## src/rtl/eth_rx_pkg.sv

```systemverilog
// eth_rx_pkg: receive-path state type and RMII dibit constants
package eth_rx_pkg;
   typedef enum logic [1:0] {IDLE, PREAMBLE, DATA, DROP} rx_state_t;
   localparam logic [1:0] PREAMBLE_DIBIT = 2'b01;
   localparam logic [1:0] SFD_DIBIT = 2'b11;
   localparam int DIBITS_PER_BYTE = 4;
endpackage

```

## src/rtl/buffer_ra.sv

```systemverilog
// buffer_ra: shift buffer of INPUT_SIZE-bit words, entering at the MSB when REVERSE is set
module buffer_ra #(
   parameter int BUFFER_SIZE = 8,
   parameter int INPUT_SIZE = 2,
   parameter bit REVERSE = 1'b0
) (
   input  logic                   clk_in,
   input  logic                   rst,
   input  logic                   trigger,
   input  logic [INPUT_SIZE-1:0]  data_in,
   output logic [BUFFER_SIZE-1:0] data_out
);
   always_ff @(posedge clk_in)
      if (rst) data_out <= '0;
      else if (trigger) data_out <= REVERSE ? {data_in, data_out[BUFFER_SIZE-1:INPUT_SIZE]}
                                            : {data_out[BUFFER_SIZE-INPUT_SIZE-1:0], data_in};
endmodule

```

## src/rtl/eth_rmii_rx_sequencer.sv

```systemverilog
// eth_rmii_rx_sequencer: RMII preamble/SFD detection and byte framing toward the MAC parser
module eth_rmii_rx_sequencer
   import eth_rx_pkg::*;
#(
   parameter int MAX_FRAME_BYTES = 1522,
   parameter int MIN_PREAMBLE_DIBITS = 8,
   parameter int BYTE_COUNT_WIDTH = 11
) (
   input  logic                        clk_in,
   input  logic                        rst_in,
   input  logic                        sample_en_in,
   input  logic                        crsdv_in,
   input  logic [1:0]                  rxd_in,
   output logic [7:0]                  byte_out,
   output logic                        byte_valid_out,
   output logic                        frame_start_out,
   output logic                        frame_end_out,
   output logic                        error_out,
   output logic [BYTE_COUNT_WIDTH-1:0] byte_count_out
);
   localparam logic [BYTE_COUNT_WIDTH-1:0] MAX_CNT = BYTE_COUNT_WIDTH'(MAX_FRAME_BYTES);
   rx_state_t state;
   logic [4:0] pre_cnt;
   logic [1:0] dibit_cnt;
   logic first, byte_pend, end_pend, err_pend, sfd_accept, trigger, end_err;
   logic [7:0] buf_data;
   logic [BYTE_COUNT_WIDTH-1:0] cnt_next;
   assign sfd_accept = sample_en_in & crsdv_in & (state == PREAMBLE) & (rxd_in == SFD_DIBIT)
                       & (int'(pre_cnt) >= MIN_PREAMBLE_DIBITS);
   assign trigger = (state == DATA) & crsdv_in & sample_en_in;
   // a byte still awaiting its strobe already counts toward the frame length
   assign cnt_next = byte_count_out + BYTE_COUNT_WIDTH'(byte_pend);
   assign end_err = (dibit_cnt != 2'd0) || (cnt_next == '0) || (cnt_next == MAX_CNT);
   buffer_ra #(.BUFFER_SIZE(8), .INPUT_SIZE(2), .REVERSE(1'b1)) u_buf (
      .clk_in(clk_in),
      .rst(!rst_in | sfd_accept),
      .trigger(trigger),
      .data_in(rxd_in),
      .data_out(buf_data)
   );
   always_ff @(posedge clk_in) begin
      if (!rst_in) begin
         state <= IDLE;
         pre_cnt <= '0;
         dibit_cnt <= '0;
         first <= 1'b0;
         byte_pend <= 1'b0;
         end_pend <= 1'b0;
         err_pend <= 1'b0;
         byte_out <= '0;
         byte_valid_out <= 1'b0;
         frame_start_out <= 1'b0;
         frame_end_out <= 1'b0;
         error_out <= 1'b0;
         byte_count_out <= '0;
      end else begin
         byte_valid_out <= 1'b0;
         frame_start_out <= 1'b0;
         frame_end_out <= 1'b0;
         error_out <= 1'b0;
         if (sample_en_in) begin
            if (byte_pend) begin
               byte_valid_out <= 1'b1;
               frame_start_out <= first;
               first <= 1'b0;
               byte_out <= buf_data;
               byte_count_out <= byte_count_out + BYTE_COUNT_WIDTH'(1);
               byte_pend <= 1'b0;
            end
            if (end_pend) begin
               frame_end_out <= 1'b1;
               error_out <= err_pend;
               end_pend <= 1'b0;
            end
            case (state)
               IDLE: if (crsdv_in && rxd_in == PREAMBLE_DIBIT) begin
                  state <= PREAMBLE;
                  pre_cnt <= 5'd1;
               end
               PREAMBLE:
                  if (!crsdv_in) state <= IDLE;
                  else if (rxd_in == PREAMBLE_DIBIT) pre_cnt <= pre_cnt == 5'd31 ? pre_cnt : pre_cnt + 5'd1;
                  else if (sfd_accept) begin
                     state <= DATA;
                     dibit_cnt <= '0;
                     byte_count_out <= '0;
                     first <= 1'b1;
                  end else state <= DROP;
               DATA:
                  if (byte_count_out == MAX_CNT) begin
                     frame_end_out <= 1'b1;
                     error_out <= 1'b1;
                     state <= DROP;
                  end else if (!crsdv_in) begin
                     // end strobe waits one enabled cycle if the final byte is being emitted now
                     state <= IDLE;
                     end_pend <= byte_pend;
                     err_pend <= end_err;
                     frame_end_out <= !byte_pend;
                     error_out <= !byte_pend & end_err;
                  end else begin
                     dibit_cnt <= dibit_cnt + 2'd1;
                     if (dibit_cnt == 2'(DIBITS_PER_BYTE - 1)) byte_pend <= 1'b1;
                  end
               default: if (!crsdv_in) state <= IDLE;
            endcase
         end
      end
   end
endmodule

```

## config.mk

```make
export PLATFORM = sky130hd
export DESIGN_NAME = eth_rmii_rx_sequencer
export DESIGN_NICKNAME = d
export VERILOG_FILES = /design/src/rtl/eth_rx_pkg.sv /design/src/rtl/buffer_ra.sv /design/src/rtl/eth_rmii_rx_sequencer.sv
export SDC_FILE = /design/constraint.sdc
export NUM_CORES = 1
export LEC_CHECK = 0
export ABC_AREA = 1
export CORE_MARGIN = 1.5
export CORE_UTILIZATION = 45
export CTS_BUF_LIST = sky130_fd_sc_hd__clkbuf_8
export CTS_CLUSTER_DIAMETER = 60
export CTS_CLUSTER_SIZE = 24
export DETAILED_ROUTE_END_ITERATION = 12
export PLACE_DENSITY_LB_ADDON = 0.2
export SLEW_MARGIN = 40
export SYNTH_ARGS = -nofsm -noshare
export SYNTH_HDL_FRONTEND = slang
export SYNTH_SLANG_ARGS = --single-unit
```

## constraint.sdc

```tcl
create_clock -name clk_in -period 1.9 [get_ports clk_in]
set_input_delay 0.19 -clock clk_in [delete_from_list [all_inputs] [get_ports clk_in]]
set_output_delay 0.19 -clock clk_in [all_outputs]
set_load 0.01 [all_outputs]
```

==> results.cfg <==
[outcome]
status = finished, final reports clean

[cts]
worstSkewPairLatency_ps = 300
cts_tree = done
htreeDepth = 2
hold_buffers = 0
cts-root-buf = clkbuf_8
cts_buffers = 5
post-cts-setup-buffers = 0
cts.sinks = 44
cts_buffer_depth = 2
cts.clk_slew.worst_paths_ps = 90

[timing]
slew_headroom_pct = 76.5
setup_tns_ps = 0
setup-violations-final = 0
fin_crit_sh_pct = 90.3
skew_ps = 6.17
finalHoldViolations = 0
fmax_mhz = 583
rsz0062_at_grt = false
period_minus_slack_ps = 1720
maxSlewViolCount = 0
worst_pin_slew_ps = 352

[route]
wl_per_cell_um = 11.2
viasPerCell = 4.95
route.detailed.drc = 0
wl_mm = 5.11
vias = 2251
drtIter0Drc = 118
antenna_left = 0
drt_first_pass_iters = 5

[worst_setup_path]
crit_arrival_ps = 1960
worstPathRequired_ps = 2150
worst-path-max-fanout = 2
cp-start-kind = register
end_kind = register
critPathKind = reg -> reg

[floorplanning]
dieHeight_um = 75.8
rows = 26
core_um2 = 5110
io_pins = 29
dieArea_um2 = 5740
fp.dieW_um = 75.8
initial_core_util_pct = 46.7

[synthesis]
synth_edf_count = 0
avgSynthCellArea_um2 = 6.91
synth.net_count = 359
synth-seq-cells = 44
postSynthCellCount = 345
synth_top_area_cell = dfxtp_1
yosysSeqAreaShare_pct = 37.0
yosysWarningCount = 0
synth_ff_type = dfxtp_1
yosysTopAreaCellShare_pct = 37.0
ys_types = 35
yosys-top-cells-area = dfxtp_1, nand2_1, nor2_1
syn_area_um2 = 2380
synth-async-reset-ratio_pct = 0

[grt]
overflow = 0
grt_max_degree = 16
grt_use_met1_pct = 24.0
grt_util_met2_pct = 31.3
grt_antenna_before_repair = 0
grtUsageMet3_pct = 3.84
first_global_vias = 1948
grt-busiest-layer = met2
grt_pass1_wl_mm = 8.29
grtUsageTotal_pct = 18.9

[placement]
port_buffers = 28
placed_area_um2 = 2790
dpl.hpwl_mm = 3.91
gp_congestion = 0.826
place_inst = 447

[pwr]
leakagePower_uw = 0.00118
power_density_nw_per_um2 = 557
ir_worst_vdd_v = 0.000466

[layout]
diodes = 0
nNetsFinal = 398
final_cell_count_no_fill = 455
syn_to_final_growth_pct = 22.6
fin_area_um2 = 2920
drive_gt1_share_pct = 13.5

[job]
drv_cap = 0

[hold_path]
min_path_type = reg -> reg
==> what timing repair did <==
action / CTS / global route
endpoints found under the setup margin: 0 / 6
gates resized for setup: 0 / 6
endpoints found under the hold margin: 0 / 0
==> sequential cells by signal (all words and copies together) (netlist names) <==
name / flops
frame_end_out: 1
state: 2
end_pend: 1
first: 1
dibit_cnt: 2
frame_start_out: 1
error_out: 1
err_pend: 1
byte_out: 8
byte_valid_out: 1
u_buf.data_out: 8
byte_pend: 1
byte_count_out: 11
pre_cnt: 5
==> per-stage QoR <==
step	utilization (%)	hold WS, ps	total power, uW	worst slack, ps
final	57.2	461	1630	184
after global routing	57.2	490	1700	12.0
after CTS	56.5	466	1650	65.8
after detailed placement	54.7	453	1040	84.0
after global placement	54.7	450	1040	144
after floorplan	-	337	1010	129
==> cells by family (layout without fill, tap and decap cells) <==
group                    Yosys count  in the layout  synth area share [%]
AO/OA/AOI/OAI                     54             54                  12.6
XOR/XNOR                           1              1                 0.368
adder cells (fa/ha/maj)            8              8                  4.20
buffers and inverters             49             89                  8.87
flip-flops                        44             44                  37.0
AND/OR/NAND/NOR                  189            189                  37.0
==> cell type report <==
| cell class | count | area [um^2] |
|---|---|---|
| clock buffers | 5 | 68.8 |
| clock inverters | 3 | 23.8 |
| fillers | 519 | 2190 |
| inverters | 39 | 149 |
| multi-input cells | 252 | 1330 |
| flip-flops and latches | 44 | 881 |
| well taps | 70 | 87.6 |
| repair buffers | 42 | 385 |
==> cell usage after synthesis, types with 3 or more instances <==
cell / n
buf_4: 4
nor2_2: 5
nand2_2: 4
nand4_1: 5
ha_1: 8
clkbuf_1: 3
dfxtp_1: 44
o21ai_0: 17
nand3_1: 17
nor2_1: 56
inv_1: 35
inv_2: 3
o21ai_1: 3
a21oi_1: 23
nor3_1: 7
nand2_4: 3
nand2_1: 82
==> worst max-delay path: stages (launching register included) <==
cell,delay (ps)
dfxtp_1,390
ha_4,170
ha_4,190
or2_2,260
a21oi_1,120
nand3_1,80
nor2_1,110
nand2_1,50
nand3_1,110
nand2_1,70
a21oi_2,100
==> placed cells by master, fill, tap and decap left out, types with 6 or more instances in the layout <==
cell             Yosys  layout
a21oi_1             23      23
buf_4                4      14
clkdlybuf4s50_1      0      28
dfxtp_1             44      44
ha_1                 8       6
inv_1               35      35
nand2_1             82      82
nand3_1             17      17
nor2_1              56      54
nor2_2               5       6
nor3_1               7       7
o21ai_0             17      17
==> power breakdown <==
group | leakage (uW) | switching [uW] | internal [uW]
registers | 0.000354 | 4.49 | 925
logic | 0.000787 | 55.3 | 34.9
clock network | 0.0000404 | 347 | 261
total | 0.00118 | 407 | 1220
==> path summary, 6_finish.rpt <==
path	startpoint	endpoint	slack (ps)	cells after the start
max	byte_pend	error_out	180	10
min	u_buf.data_out[1]	u_buf.data_out[1]	460	2
max reg2reg	byte_pend	error_out	180	10
min reg2reg	u_buf.data_out[1]	u_buf.data_out[1]	460	2
==> metal layers <==
metal | part of all wire (%) | routed length [um] | vias to the layer above
met5 | 0 | 0 | -
met4 | 1.5 | 76 | 0
met3 | 3.4 | 175 | 8
met2 | 47 | 2430 | 38
li1 | - | - | 1183
met1 | 48 | 2430 | 1022
Note: power is estimated with default switching activity, not from simulation.
